**src/rtl/ulpi_tx_arbiter.sv**
```systemverilog
// ulpi_tx_arbiter: round-robin share of the ULPI transmit path between PHY register writes and USB packets
module ulpi_tx_arbiter #(
  parameter int NXT_TIMEOUT = 255
) (
  input  logic       CLK_USB,
  input  logic       SYS_RST,
  input  logic       DIR,
  input  logic       NXT,
  output logic       STP,
  output logic [7:0] DATA_OUT,
  input  logic       reg_req,
  input  logic [5:0] reg_addr,
  input  logic [7:0] reg_data,
  output logic       reg_ack,
  input  logic       pkt_req,
  input  logic [3:0] pkt_pid,
  input  logic [7:0] pkt_data,
  input  logic       pkt_valid,
  input  logic       pkt_last,
  output logic       pkt_ready,
  output logic       pkt_done,
  output logic       abort,
  output logic       busy
);
  typedef enum logic [2:0] {IDLE, REG_CMD, REG_DATA, PKT_CMD, PKT_DATA, STOP, WAIT_DIR} state_t;
  state_t     state_q;
  logic       dir_q, last_pkt_q, err_q, src_pkt_q;
  logic [7:0] tmo_q;
  logic       xfer, tmo_hit, grant, grant_pkt;
  assign xfer      = state_q inside {REG_CMD, REG_DATA, PKT_CMD, PKT_DATA};
  assign tmo_hit   = tmo_q == 8'(NXT_TIMEOUT - 1);
  assign grant     = !DIR && !dir_q && (reg_req || pkt_req);
  // on a tie the port that did not win last time gets the bus
  assign grant_pkt = pkt_req && (!reg_req || !last_pkt_q);
  always_ff @(posedge CLK_USB) begin
    if (SYS_RST) begin
      state_q    <= IDLE;
      dir_q      <= 1'b0;
      last_pkt_q <= 1'b1;
      err_q      <= 1'b0;
      src_pkt_q  <= 1'b0;
      tmo_q      <= 8'h00;
    end else begin
      dir_q <= DIR;
      tmo_q <= (!xfer || NXT || DIR) ? 8'h00 : tmo_q + 8'd1;
      if (xfer && DIR) state_q <= WAIT_DIR;
      else if (xfer && !NXT && tmo_hit) begin
        state_q <= STOP;
        err_q   <= 1'b1;
      end else
        case (state_q)
          IDLE: if (grant) begin
            state_q    <= grant_pkt ? PKT_CMD : REG_CMD;
            last_pkt_q <= grant_pkt;
            src_pkt_q  <= grant_pkt;
          end
          REG_CMD: if (NXT) state_q <= REG_DATA;
          REG_DATA: if (NXT) begin
            state_q <= STOP;
            err_q   <= 1'b0;
          end
          PKT_CMD: if (NXT) state_q <= PKT_DATA;
          PKT_DATA: if (NXT && (!pkt_valid || pkt_last)) begin
            state_q <= STOP;
            err_q   <= !pkt_valid;
          end
          STOP: state_q <= IDLE;
          WAIT_DIR: if (!DIR) state_q <= IDLE;
          default: state_q <= IDLE;
        endcase
    end
  end
  always_comb begin
    DATA_OUT  = DIR                  ? 8'h00 :
                state_q == REG_CMD   ? {2'b10, reg_addr} :
                state_q == REG_DATA  ? reg_data :
                state_q == PKT_CMD   ? {4'b0100, pkt_pid} :
                state_q == PKT_DATA  ? pkt_data :
                state_q == STOP      ? {8{err_q}} : 8'h00;
    STP       = state_q == STOP && !DIR;
    reg_ack   = state_q == STOP && !err_q && !src_pkt_q;
    pkt_done  = state_q == STOP && !err_q && src_pkt_q;
    pkt_ready = state_q == PKT_DATA && NXT && pkt_valid && !DIR;
    abort     = (state_q == STOP && err_q) || (xfer && DIR);
    busy      = state_q != IDLE;
  end
endmodule

```
**config.mk**
```make
export PLATFORM = sky130hd
export DESIGN_NAME = ulpi_tx_arbiter
export DESIGN_NICKNAME = d
export VERILOG_FILES = /design/src/rtl/ulpi_tx_arbiter.sv
export SDC_FILE = /design/constraint.sdc
export NUM_CORES = 1
export LEC_CHECK = 0
export ABC_AREA = 1
export CORE_MARGIN = 2
export CORE_UTILIZATION = 46
export CTS_CLUSTER_DIAMETER = 30
export DETAILED_ROUTE_END_ITERATION = 8
export PLACE_DENSITY = 0.85
export SLEW_MARGIN = 30
export SYNTH_ARGS = -nofsm -noshare
export SYNTH_HDL_FRONTEND = slang
export SYNTH_SLANG_ARGS = --single-unit
```
**constraint.sdc**
```tcl
create_clock -name CLK_USB -period 2 [get_ports CLK_USB]
set_input_delay 0.3 -clock CLK_USB [delete_from_list [all_inputs] [get_ports CLK_USB]]
set_output_delay 0.3 -clock CLK_USB [all_outputs]
set_load 0.02 [all_outputs]
```
==> results.sh <==
export IMPL_outcome="completed"
export IMPL_total_power_w=0.00171
export IMPL_r2r_start="state_q[0]$_SDFFE_PP0P_"
export IMPL_cp_arrival_ps=1590
export IMPL_ys_ff_latch=15
export IMPL_worstPathRequired_ps=1700
export IMPL_num_vias=1392
export IMPL_dr_pass1_iters=4
export IMPL_synthTopCellsByArea="dfxtp_1 (26%), nand2_1 (14%), nor2_1 (7.7%), inv_1 (6.4%), a21oi_1 (6.0%)"
export IMPL_place_worst_setup_slack_ps=-181
export IMPL_synth_most_common_cell="nand2_1"
export IMPL_overflow=0
export IMPL_min_period_ps=1890
export IMPL_synth_yosys_warnings=0
export IMPL_min_path_cells=1
export IMPL_io_pin_count=48
export IMPL_routed_via_density=4.97
export IMPL_worstMarginPinSlew_ps=250
export IMPL_num_rows=18
export IMPL_fin_nets=287
export IMPL_worstHoldStart="tmo_q[0]$_SDFF_PP0_"
export IMPL_rsz0062_at_grt="false"
export IMPL_htree_levels=1
export IMPL_synth_edf_count=0
export IMPL_synthArstFlopShare=0
export IMPL_max_freq_mhz=528
export IMPL_wirelength_um=3310
export IMPL_start_util=0.480
export IMPL_grt_pass1_wl_um=4810
export IMPL_grt_pass1_vias=1163
export IMPL_setup_ws_ps=107
export IMPL_antenna_found_initial=0
export IMPL_worstSetupPathType="register to output port"
export IMPL_max_vdd_ir_drop_v=0.000736
export IMPL_place_hpwl_um=2720
export IMPL_fin_util=0.743
export IMPL_tritoncts="yes"
export IMPL_hold_viol=0
export IMPL_critPathMaxFanout=3
export IMPL_cts_sinks=15
export IMPL_synth_top_area_share=0.257
export IMPL_post_synth_top_area_cell="dfxtp_1"
export IMPL_wl_per_cell_um=11.8
export IMPL_synth_ff_type="dfxtp_1"
export IMPL_clock_latency_ps=280
export IMPL_ys_seq_area_frac=0.257
export IMPL_clockBufferDepth=2
export IMPL_ys_types=26
export IMPL_setup_viol_count_final=0
export IMPL_clk_pin_slew_ps=80
export IMPL_drive_gt1_frac=0.228
export IMPL_finalCritPeriodShare=0.946
export IMPL_area_growth_pct=54.8
export IMPL_cts_made_buffers=3
export IMPL_syn_nets=215
export IMPL_finClkSkew_ps=2.23
export IMPL_r2r_setup_slack_ps=460
export IMPL_netlist_top_cells_count="nand2_1 (44), nor2_1 (24), inv_1 (20)"
export IMPL_synthCells=179
export IMPL_hold_class="register to register"
export IMPL_finalSetupTns_ps=0
export IMPL_reg2regPathDepth=11
export IMPL_drtAntennaViolNets=0
export IMPL_avgSynthCellArea_um2=6.52
export IMPL_die_area_mm2=0.00296
export IMPL_start_kind="register"
export IMPL_post_cts_buffers=0
export IMPL_drt_iter0_markers=35
export IMPL_die_h_um=54.4
export IMPL_io_buffers=47
export IMPL_rr_endpoint="state_q[1]$_SDFFE_PP0P_"
export IMPL_gp_congestion=0.887
export IMPL_crit_path_end_kind="output port"
export IMPL_core_mm2=0.00243
export IMPL_leakage_nw=0.868
export IMPL_p_per_area_mw_per_mm2=949
export IMPL_synth_area_mm2=0.00117
export IMPL_grt_max_degree=11
export IMPL_die_width_um=54.4
export IMPL_track_usage=0.221
export IMPL_cts_root_buffer="clkbuf_4"
export IMPL_whs_endpoint="tmo_q[0]$_SDFF_PP0_"
export IMPL_maxCapViolCount=0
export IMPL_relSlewSlack=0.832
export IMPL_slew_violations=0
export IMPL_antenna_cells=0
export IMPL_drc=0
==> critical path, stage by stage (launching register included) <==
cell and delay (ps):
dfxtp_2 340, buf_4 130, nor2_4 110, nand2_2 90
buf_4 160, nand3_4 90, nand2_4 50, nand2_1 50
clkdlybuf4s15_1 300
==> repair_timing <==
action | CTS | global route
hold endpoints to repair | 0 | 0
setup endpoints to repair | 14 | 8
hold buffers | 0 | 0
pin swaps | 0 | 3
gates resized for setup | 40 | 11
==> flip-flops by register name, summed over array words and instances (netlist names) <==
| register | count |
|---|---|
| dir_q | 1 |
| err_q | 1 |
| last_pkt_q | 1 |
| src_pkt_q | 1 |
| state_q | 3 |
| tmo_q | 8 |
==> worst max-delay path by stage <==
stage | startpoint | cells past startpoint | slack, ps | to
finish | state_q[0]$_SDFFE_PP0P_ | 8 | 110 | abort
floorplan | state_q[2]$_SDFFE_PP0P_ | 6 | 350 | DATA_OUT[0]
global route | state_q[0]$_SDFFE_PP0P_ | 7 | 1 | DATA_OUT[1]
global placement | DIR | 5 | -130 | DATA_OUT[4]
detailed placement | DIR | 5 | -180 | DATA_OUT[4]
CTS | state_q[0]$_SDFFE_PP0P_ | 9 | 2 | DATA_OUT[1]
==> kinds of logic (layout without fill, tap and decap cells) <==
| kind of cell | after synthesis | after routing | share of synthesized area |
|---|---|---|---|
| DFF | 15 | 15 | 0.257 |
| xor gates and xnor gates | 5 | 5 | 0.0375 |
| adders and majority gates | 2 | 2 | 0.0214 |
| and+or+nand+nor | 101 | 101 | 0.451 |
| AOI/OAI and AO/OA | 30 | 30 | 0.135 |
| buffers and inverters | 26 | 97 | 0.0975 |
==> through the flow <==
stage               std cells  cell area (µm²)  hold WS, ps
floorplan                 179             1170          369
CTS                       280             1830          478
global placement          276             1820          443
global route              280             1810          516
finish                    280             1810          471
detailed placement        276             1820          459
==> metal layers <==
layer  GRT usage  share of wire
met5           0              0
met4      0.0583         0.0082
met3      0.0628           0.13
met2       0.414           0.46
met1       0.241           0.40
==> layout make-up <==
type	instances	area [µm²]
clock buffer	4	26.3
inverter	24	95.1
fill	190	626
multi-input combinational	138	756
tap	30	37.5
sequential	15	304
timing repair buffer	69	588
==> power by group <==
group	internal (W)	switching, W	leakage, nW	total, W
combinational	0.000504	0.000644	0.729	0.00115
clock	0.0000773	0.0000875	0.0150	0.000165
sequential	0.000346	0.0000546	0.123	0.000401
total	0.000928	0.000786	0.868	0.00171
==> placed cells by master (no fill, tap or decap), types with 11 or more instances in the layout <==
cell type and instances:
nand3_1 12, dfxtp_1 12, clkdlybuf4s50_1 33, o21ai_0 11
a21oi_1 14, inv_1 19, buf_4 23, nor2_1 24
nand2_1 43
Power figures use the tool's default switching activity.
